===== src/rtl/coeff_pkg.sv =====
// Shared types, the default 16-tap coefficient set and the symmetric-read index helper
// for the coefficient bank.
package coeff_pkg;

  typedef enum logic [1:0] {IDLE, LOAD, FULL} load_state_t;

  // Palindromic set, so element order is the same whichever way it is indexed.
  localparam logic [15:0][15:0] COEFF_DEFAULT_16 = {
    16'h0565, 16'h0BD9, 16'h0B0B, 16'hFF27, 16'hF3A7, 16'hFB52, 16'h182E, 16'h3384,
    16'h3384, 16'h182E, 16'hFB52, 16'hF3A7, 16'hFF27, 16'h0B0B, 16'h0BD9, 16'h0565
  };

  function automatic int unsigned mirror_idx(input int unsigned k,
                                             input int unsigned ntaps,
                                             input bit          sym);
    if (sym && (k >= ntaps / 2)) return ntaps - 1 - k;
    return k;
  endfunction

endpackage


===== src/rtl/coeff_loader.sv =====
// Load FSM for the shadow bank: accepts a framed word stream, flags framing errors
// and hands over a complete set until a swap consumes it.
module coeff_loader
  import coeff_pkg::*;
#(
  parameter int D  = 16,
  parameter int PW = (D > 1) ? $clog2(D) : 1
) (
  input  logic          i_clk,
  input  logic          i_rst,
  input  logic          i_wr_valid,
  input  logic          i_wr_last,
  input  logic          i_swap_req,
  output logic          o_wr_ready,
  output logic          o_we,
  output logic [PW-1:0] o_waddr,
  output logic          o_done,
  output logic          o_load_err
);

  load_state_t   state_reg;
  logic [PW-1:0] ptr_reg;
  logic          err_reg;
  logic          xfer;
  logic          at_end;

  assign o_wr_ready = !i_rst && (state_reg != FULL);
  assign xfer       = i_wr_valid && o_wr_ready;
  assign at_end     = (ptr_reg == PW'(D - 1));
  assign o_we       = xfer;
  assign o_waddr    = ptr_reg;
  assign o_done     = (state_reg == FULL);
  assign o_load_err = err_reg;

  always_ff @(posedge i_clk) begin
    if (i_rst) begin
      state_reg <= IDLE;
      ptr_reg   <= '0;
      err_reg   <= 1'b0;
    end else begin
      err_reg <= 1'b0;
      case (state_reg)
        IDLE, LOAD: begin
          if (xfer) begin
            if (i_wr_last && at_end) begin
              state_reg <= FULL;
              ptr_reg   <= '0;
            end else if (i_wr_last || at_end) begin
              // Mis-framed set: drop it, the partial words are never swappable.
              err_reg   <= 1'b1;
              ptr_reg   <= '0;
              state_reg <= IDLE;
            end else begin
              ptr_reg   <= ptr_reg + 1'b1;
              state_reg <= LOAD;
            end
          end
        end
        FULL: begin
          if (i_swap_req) state_reg <= IDLE;
        end
        default: state_reg <= IDLE;
      endcase
    end
  end

endmodule


===== src/rtl/coeff_bank.sv =====
// Multi-bank FIR coefficient store: the filter reads the active bank while a new
// set streams into the shadow bank, then the banks rotate on a swap request.
module coeff_bank
  import coeff_pkg::*;
#(
  parameter int NTAPS      = 16,
  parameter int DATA_WIDTH = 16,
  parameter int NBANKS     = 2,
  parameter int SYMMETRIC  = 0,
  parameter int PRELOAD    = 1,
  parameter int IDX_WIDTH  = $clog2(NTAPS)
) (
  input  logic                      i_clk,
  input  logic                      i_rst,
  input  logic                      i_rd_en,
  input  logic [IDX_WIDTH-1:0]      i_rd_idx,
  output logic [DATA_WIDTH-1:0]     o_tap,
  output logic                      o_tap_valid,
  input  logic                      i_wr_valid,
  output logic                      o_wr_ready,
  input  logic [DATA_WIDTH-1:0]     i_wr_data,
  input  logic                      i_wr_last,
  input  logic                      i_swap_req,
  output logic                      o_swap_ack,
  output logic [$clog2(NBANKS)-1:0] o_active_bank,
  output logic                      o_load_err
);

  localparam int  D           = (SYMMETRIC != 0) ? NTAPS / 2 : NTAPS;
  localparam int  PW          = (D > 1) ? $clog2(D) : 1;
  localparam int  BW          = $clog2(NBANKS);
  localparam bit  USE_PRELOAD = (PRELOAD == 1) && (NTAPS == 16) && (SYMMETRIC == 0);

  logic [DATA_WIDTH-1:0] mem [NBANKS][D];
  logic [BW-1:0]         active_reg;
  logic [BW-1:0]         shadow_bank;
  logic [DATA_WIDTH-1:0] tap_reg;
  logic                  tap_valid_reg;
  logic                  swap_ack_reg;
  logic                  wr_en;
  logic [PW-1:0]         wr_addr;
  logic                  set_done;
  logic                  swap_fire;
  logic                  rd_in_range;
  logic [PW-1:0]         rd_phys;

  coeff_loader #(.D(D), .PW(PW)) u_loader (
    .i_clk      (i_clk),
    .i_rst      (i_rst),
    .i_wr_valid (i_wr_valid),
    .i_wr_last  (i_wr_last),
    .i_swap_req (i_swap_req),
    .o_wr_ready (o_wr_ready),
    .o_we       (wr_en),
    .o_waddr    (wr_addr),
    .o_done     (set_done),
    .o_load_err (o_load_err)
  );

  assign shadow_bank = (active_reg == BW'(NBANKS - 1)) ? '0 : active_reg + 1'b1;
  assign swap_fire   = set_done && i_swap_req;
  assign rd_in_range = (32'(i_rd_idx) < NTAPS);
  assign rd_phys     = rd_in_range ? PW'(mirror_idx(32'(i_rd_idx), NTAPS, SYMMETRIC != 0)) : '0;

  always_ff @(posedge i_clk) begin
    if (i_rst) begin
      for (int b = 0; b < NBANKS; b++) begin
        for (int w = 0; w < D; w++) begin
          mem[b][w] <= (USE_PRELOAD && (b == 0)) ? DATA_WIDTH'(COEFF_DEFAULT_16[w[3:0]]) : '0;
        end
      end
    end else if (wr_en) begin
      mem[shadow_bank][wr_addr] <= i_wr_data;
    end
  end

  // Reads use the pre-swap active bank on the swap edge itself.
  always_ff @(posedge i_clk) begin
    if (i_rst) begin
      active_reg    <= '0;
      swap_ack_reg  <= 1'b0;
      tap_reg       <= '0;
      tap_valid_reg <= 1'b0;
    end else begin
      swap_ack_reg  <= swap_fire;
      if (swap_fire) active_reg <= shadow_bank;
      tap_valid_reg <= i_rd_en;
      if (i_rd_en) tap_reg <= rd_in_range ? mem[active_reg][rd_phys] : '0;
    end
  end

  assign o_tap         = tap_reg;
  assign o_tap_valid   = tap_valid_reg;
  assign o_swap_ack    = swap_ack_reg;
  assign o_active_bank = active_reg;

endmodule


===== config.mk =====
export PLATFORM = sky130hd
export DESIGN_NAME = coeff_bank
export DESIGN_NICKNAME = d
export VERILOG_FILES = /design/src/rtl/coeff_pkg.sv /design/src/rtl/coeff_loader.sv /design/src/rtl/coeff_bank.sv
export SDC_FILE = /design/constraint.sdc
export NUM_CORES = 1
export LEC_CHECK = 0
export CORE_ASPECT_RATIO = 1.4
export CORE_MARGIN = 4
export CORE_UTILIZATION = 56
export DETAILED_ROUTE_END_ITERATION = 10
export PLACE_DENSITY = 0.76
export SLEW_MARGIN = 20
export SYNTH_ARGS = -nofsm -noshare
export SYNTH_HDL_FRONTEND = slang
export SYNTH_SLANG_ARGS = --single-unit

===== constraint.sdc =====
create_clock -name i_clk -period 2.7 [get_ports i_clk]
set_clock_uncertainty 0.05 [all_clocks]
set_input_delay 0.54 -clock i_clk [delete_from_list [all_inputs] [get_ports i_clk]]
set_output_delay 0.54 -clock i_clk [all_outputs]
set_load 0.02 [all_outputs]

==> key figures <==
Yosys
  – Count of unique library cells instantiated by Yosys: 41
  – Synth area leader: edfxtp_1
  – Synthesized area per cell: 14.3 sq um
  – Post-Syn Area: 22900 sq um
  – Top-area cell type share of the netlist area: 67.2%
  – Synthesized netlist cell count: 1602
  – #FFs+latches synth: 539
  – Top_reg_cell synth: edfxtp_1
  – Main area contributors after synthesis: edfxtp_1 (67%), mux2i_1 (11%), a22oi_1 (4.2%)
  – Post-synthesis sequential area ratio: 69.6%
  – Synth Warn #: 0
  – FFs w/ async S/R, synth: 0%
  – Number of synthesized flops with an enable pin: 512
  – Syn nets: 1632

Clocking
  – Post-CTS Hold Buffers: 0
  – Num CTS Buffers: 48
  – Clock transition at path regs: 0.06 ns
  – Post-CTS Setup Bufs: 0
  – Clock buffer depth: 3
  – Skew-Pair Late Insertion Delay: 0.57 ns
  – CTS HTree Levels: 2
  – CTS tree: built
  – Clock Sink Count: 539
  – Root Driver: clkbuf_16

Layout
  – Reg with most FFs: mem
  – Area Growth Syn to Fin: 16.7%
  – Design area: 26700 sq um
  – Final core occ: 66.2%
  – Max reg flops: 512
  – Storage element area: 15900 sq um
  – Diode count: 0
  – Share of layout cells above drive strength 1: 14.7%
  – Nets: 1766
  – Area occupied by multi-input gates: 6420 sq um
  – Fillers: 2831

Power
  – Final total power: 17.3 mW
  – Switching part of the total: 21.4%
  – Combinational power share: 6.0%
  – Leak: 8.44 nW
  – Cell internal pwr: 13.6 mW
  – Clk network pwr share: 38.6%
  – Worst-case vdd ir drop: 0.540 mV
  – PwrDens: 648 nW/um^2
  – Sequential share of power: 55.4%
  – Sw Pwr: 3.69 mW

Critical path
  – Req. time, crit path: 2.83 ns
  – CP Data Arrival Time: 2.70 ns
  – Critical-path top delay cell: or4_1
  – Critical Path Stages: 5
  – Reg2reg setup slack: 0.13 ns
  – CP max FO: 15
  – R2R Path End: mem[1][148]
  – Worst setup SP type: register
  – Worst R2R Path Depth: 5
  – Largest stage delay on the critical path: 0.68 ns
  – Cell Chain, Critical Path: inv_1 > ha_1 > or4_1 > buf_4 > and3_1
  – Buf/Inv on CP: 2
  – Critical path's top delay family: simple AND/OR/NAND/NOR gates
  – FF-to-FF Start: u_loader.o_waddr[0]
  – CP Capture Type: register
  – Crit Path Class: reg2reg

Route
  – Via count: 14900
  – WL/cell: 28.6 um
  – DRT antenna net count: 0
  – DRC: 0
  – Vias/cell: 6.46
  – WL final: 65.9 mm
  – Initial DRC count: 1957
  – First-pass DRT Iterations: 6

Placement
  – Placed Area: 25200 sq um
  – Port bufs: 46
  – RePlAce Congestion: 0.939
  – Setup Slack @ Placement: -0.230 ns
  – HPWL after DPL: 44.5 mm

Die
  – Core area: 40300 sq um
  – Die X-Extent: 179 um
  – Initial core utilization: 56.8%
  – Die height: 247 um
  – FP Rows: 87
  – IO Count: 47
  – Die ar.: 44200 sq um

Hold path
  – Worst hold-check path type: in2reg
  – Hold path startpoint: i_rst
  – Hold Path Depth: 3

Global routing
  – First-pass GRT wire length: 96.0 mm
  – Total Routing Usage GR: 30.0%
  – Global route overflow: 0
  – Vias in the first global route: 14552
  – Initial antenna violation count: 0
  – Largest net degree at the start of global routing: 62

Timing
  – Final hold viol count: 0
  – Slew Limit Fails: 0
  – Slew @ Worst Pin: 0.893 ns
  – Setup ws final: 0.130 ns
  – Period utilization: 95.2%
  – Fmax: 0.389 GHz
  – Setup Viol. Count Final: 0
  – Post-layout minimum cycle time: 2.57 ns
  – Slew HR: 40.5%
  – RSZ-0062 raised after global routing: false

Outcome
  – Status: finished clean

Run
  – Max cap viols: 0
==> tightest hold or removal path: cells and delay by family <==
| kind | cells | cell delay (ns) |
|---|---|---|
| buffers and inverters | 2 | 0.32 |
| AND/OR/NAND/NOR | 1 | 0.12 |
==> worst max-delay path by stage <==
| stage | startpoint | to | slack, ns |
|---|---|---|---|
| 3_3_place_gp | i_rd_idx[0] | o_tap[9] | -0.11 |
| 3_5_place_dp | i_rd_idx[1] | o_tap[0] | -0.23 |
| 6_report | u_loader.o_waddr[0] | mem[1][148] | 0.13 |
| 4_1_cts | u_loader.state_reg[1] | o_wr_ready | 0.02 |
| 2_1_floorplan | i_rst | mem[1][100] | 0.08 |
| 5_1_grt | u_loader.o_waddr[0] | mem[1][132] | 0.02 |
==> logic make-up (layout without fill, tap and decap cells) <==
group,Yosys count,after routing,synth area share (%)
AO/OA/AOI/OAI,246,246,7.68
flip-flops,539,539,69.6
XOR/XNOR,2,2,0.0766
AND/OR/NAND/NOR,437,437,8.50
buffers and inverters,117,287,2.68
multiplexers,257,257,11.2
adder cells (fa/ha/maj),4,4,0.219
==> through the flow <==
stage                     setup TNS, ns  cells  hold WS, ns
after floorplan                       0   1602        0.427
after global placement           -0.964   2220        0.437
after detailed placement          -2.93   2220        0.465
after CTS                             0   2306        0.426
after global routing                  0   2306        0.430
final                                 0   2306        0.394
==> routing by layer <==
| metal | global-route usage [%] | share of wire, % | vias to the layer above |
|---|---|---|---|
| met5 | 0 | 0 | - |
| met4 | 12.6 | 5.1 | 0 |
| met3 | 4.71 | 9.5 | 213 |
| met2 | 50.6 | 50 | 1000 |
| met1 | 38.7 | 35 | 7381 |
| li1 | - | - | 6306 |
==> repair_timing <==
item,CTS,global route
endpoints found under the setup margin,0,60
endpoints found under the hold margin,0,0
resized for setup,0,5
==> cells in the mapped netlist (2+ instances only) <==
master / count
clkbuf_1: 62
o21ai_0: 2
buf_4: 15
nor3_1: 5
a22oi_1: 128
nor2_1: 166
buf_2: 4
mux2i_1: 257
a211oi_2: 16
and2_1: 17
nor2b_1: 22
o21bai_1: 10
nand2b_1: 8
edfxtp_1: 512
inv_1: 3
or4_1: 18
nand4_1: 5
a21oi_1: 67
nand3_1: 14
a21o_1: 19
xor2_1: 2
nand2_1: 158
and3_1: 17
dfxtp_1: 27
buf_1: 18
ha_1: 4
buf_6: 12
==> power by group through the flow <==
stage               combinational [mW]  clock, mW  sequential [mW]
floorplan                        0.433          0             9.74
global placement                 0.995          0             9.74
detailed placement                1.02          0             9.75
CTS                               1.02       6.68             9.58
global route                      1.07       7.03             9.59
finish                            1.04       6.68             9.58
==> layout make-up <==
type	instances	area share, %
flip-flops and latches	539	59.7
clock buffers	63	4.87
repair buffers	198	8.08
inverters	3	0.0422
well taps	534	2.50
multi-input cells	946	24.0
clock inverters	23	0.793
==> layout by cell type (no fill, tap or decap), types with 2 or more instances in the layout <==
cell	count
edfxtp_1	512
mux2i_1	257
nor2_1	165
nand2_1	158
a22oi_1	128
buf_4	107
a21oi_1	67
clkbuf_16	49
buf_12	45
clkdlybuf4s50_1	44
dfxtp_1	25
a21o_1	19
nor2b_1	19
or4_1	18
and2_1	16
a211oi_2	16
nand3_1	14
and3_1	13
clkbuf_1	12
o21bai_2	10
clkinv_1	9
nand2b_1	8
clkinv_2	8
nor3_1	5
nand4_1	5
and3_2	4
ha_1	4
bufinv_16	4
inv_1	3
nor2b_4	2
o21ai_0	2
xor2_1	2
clkbuf_8	2
buf_2	2
(Power assumes the default switching activity.)
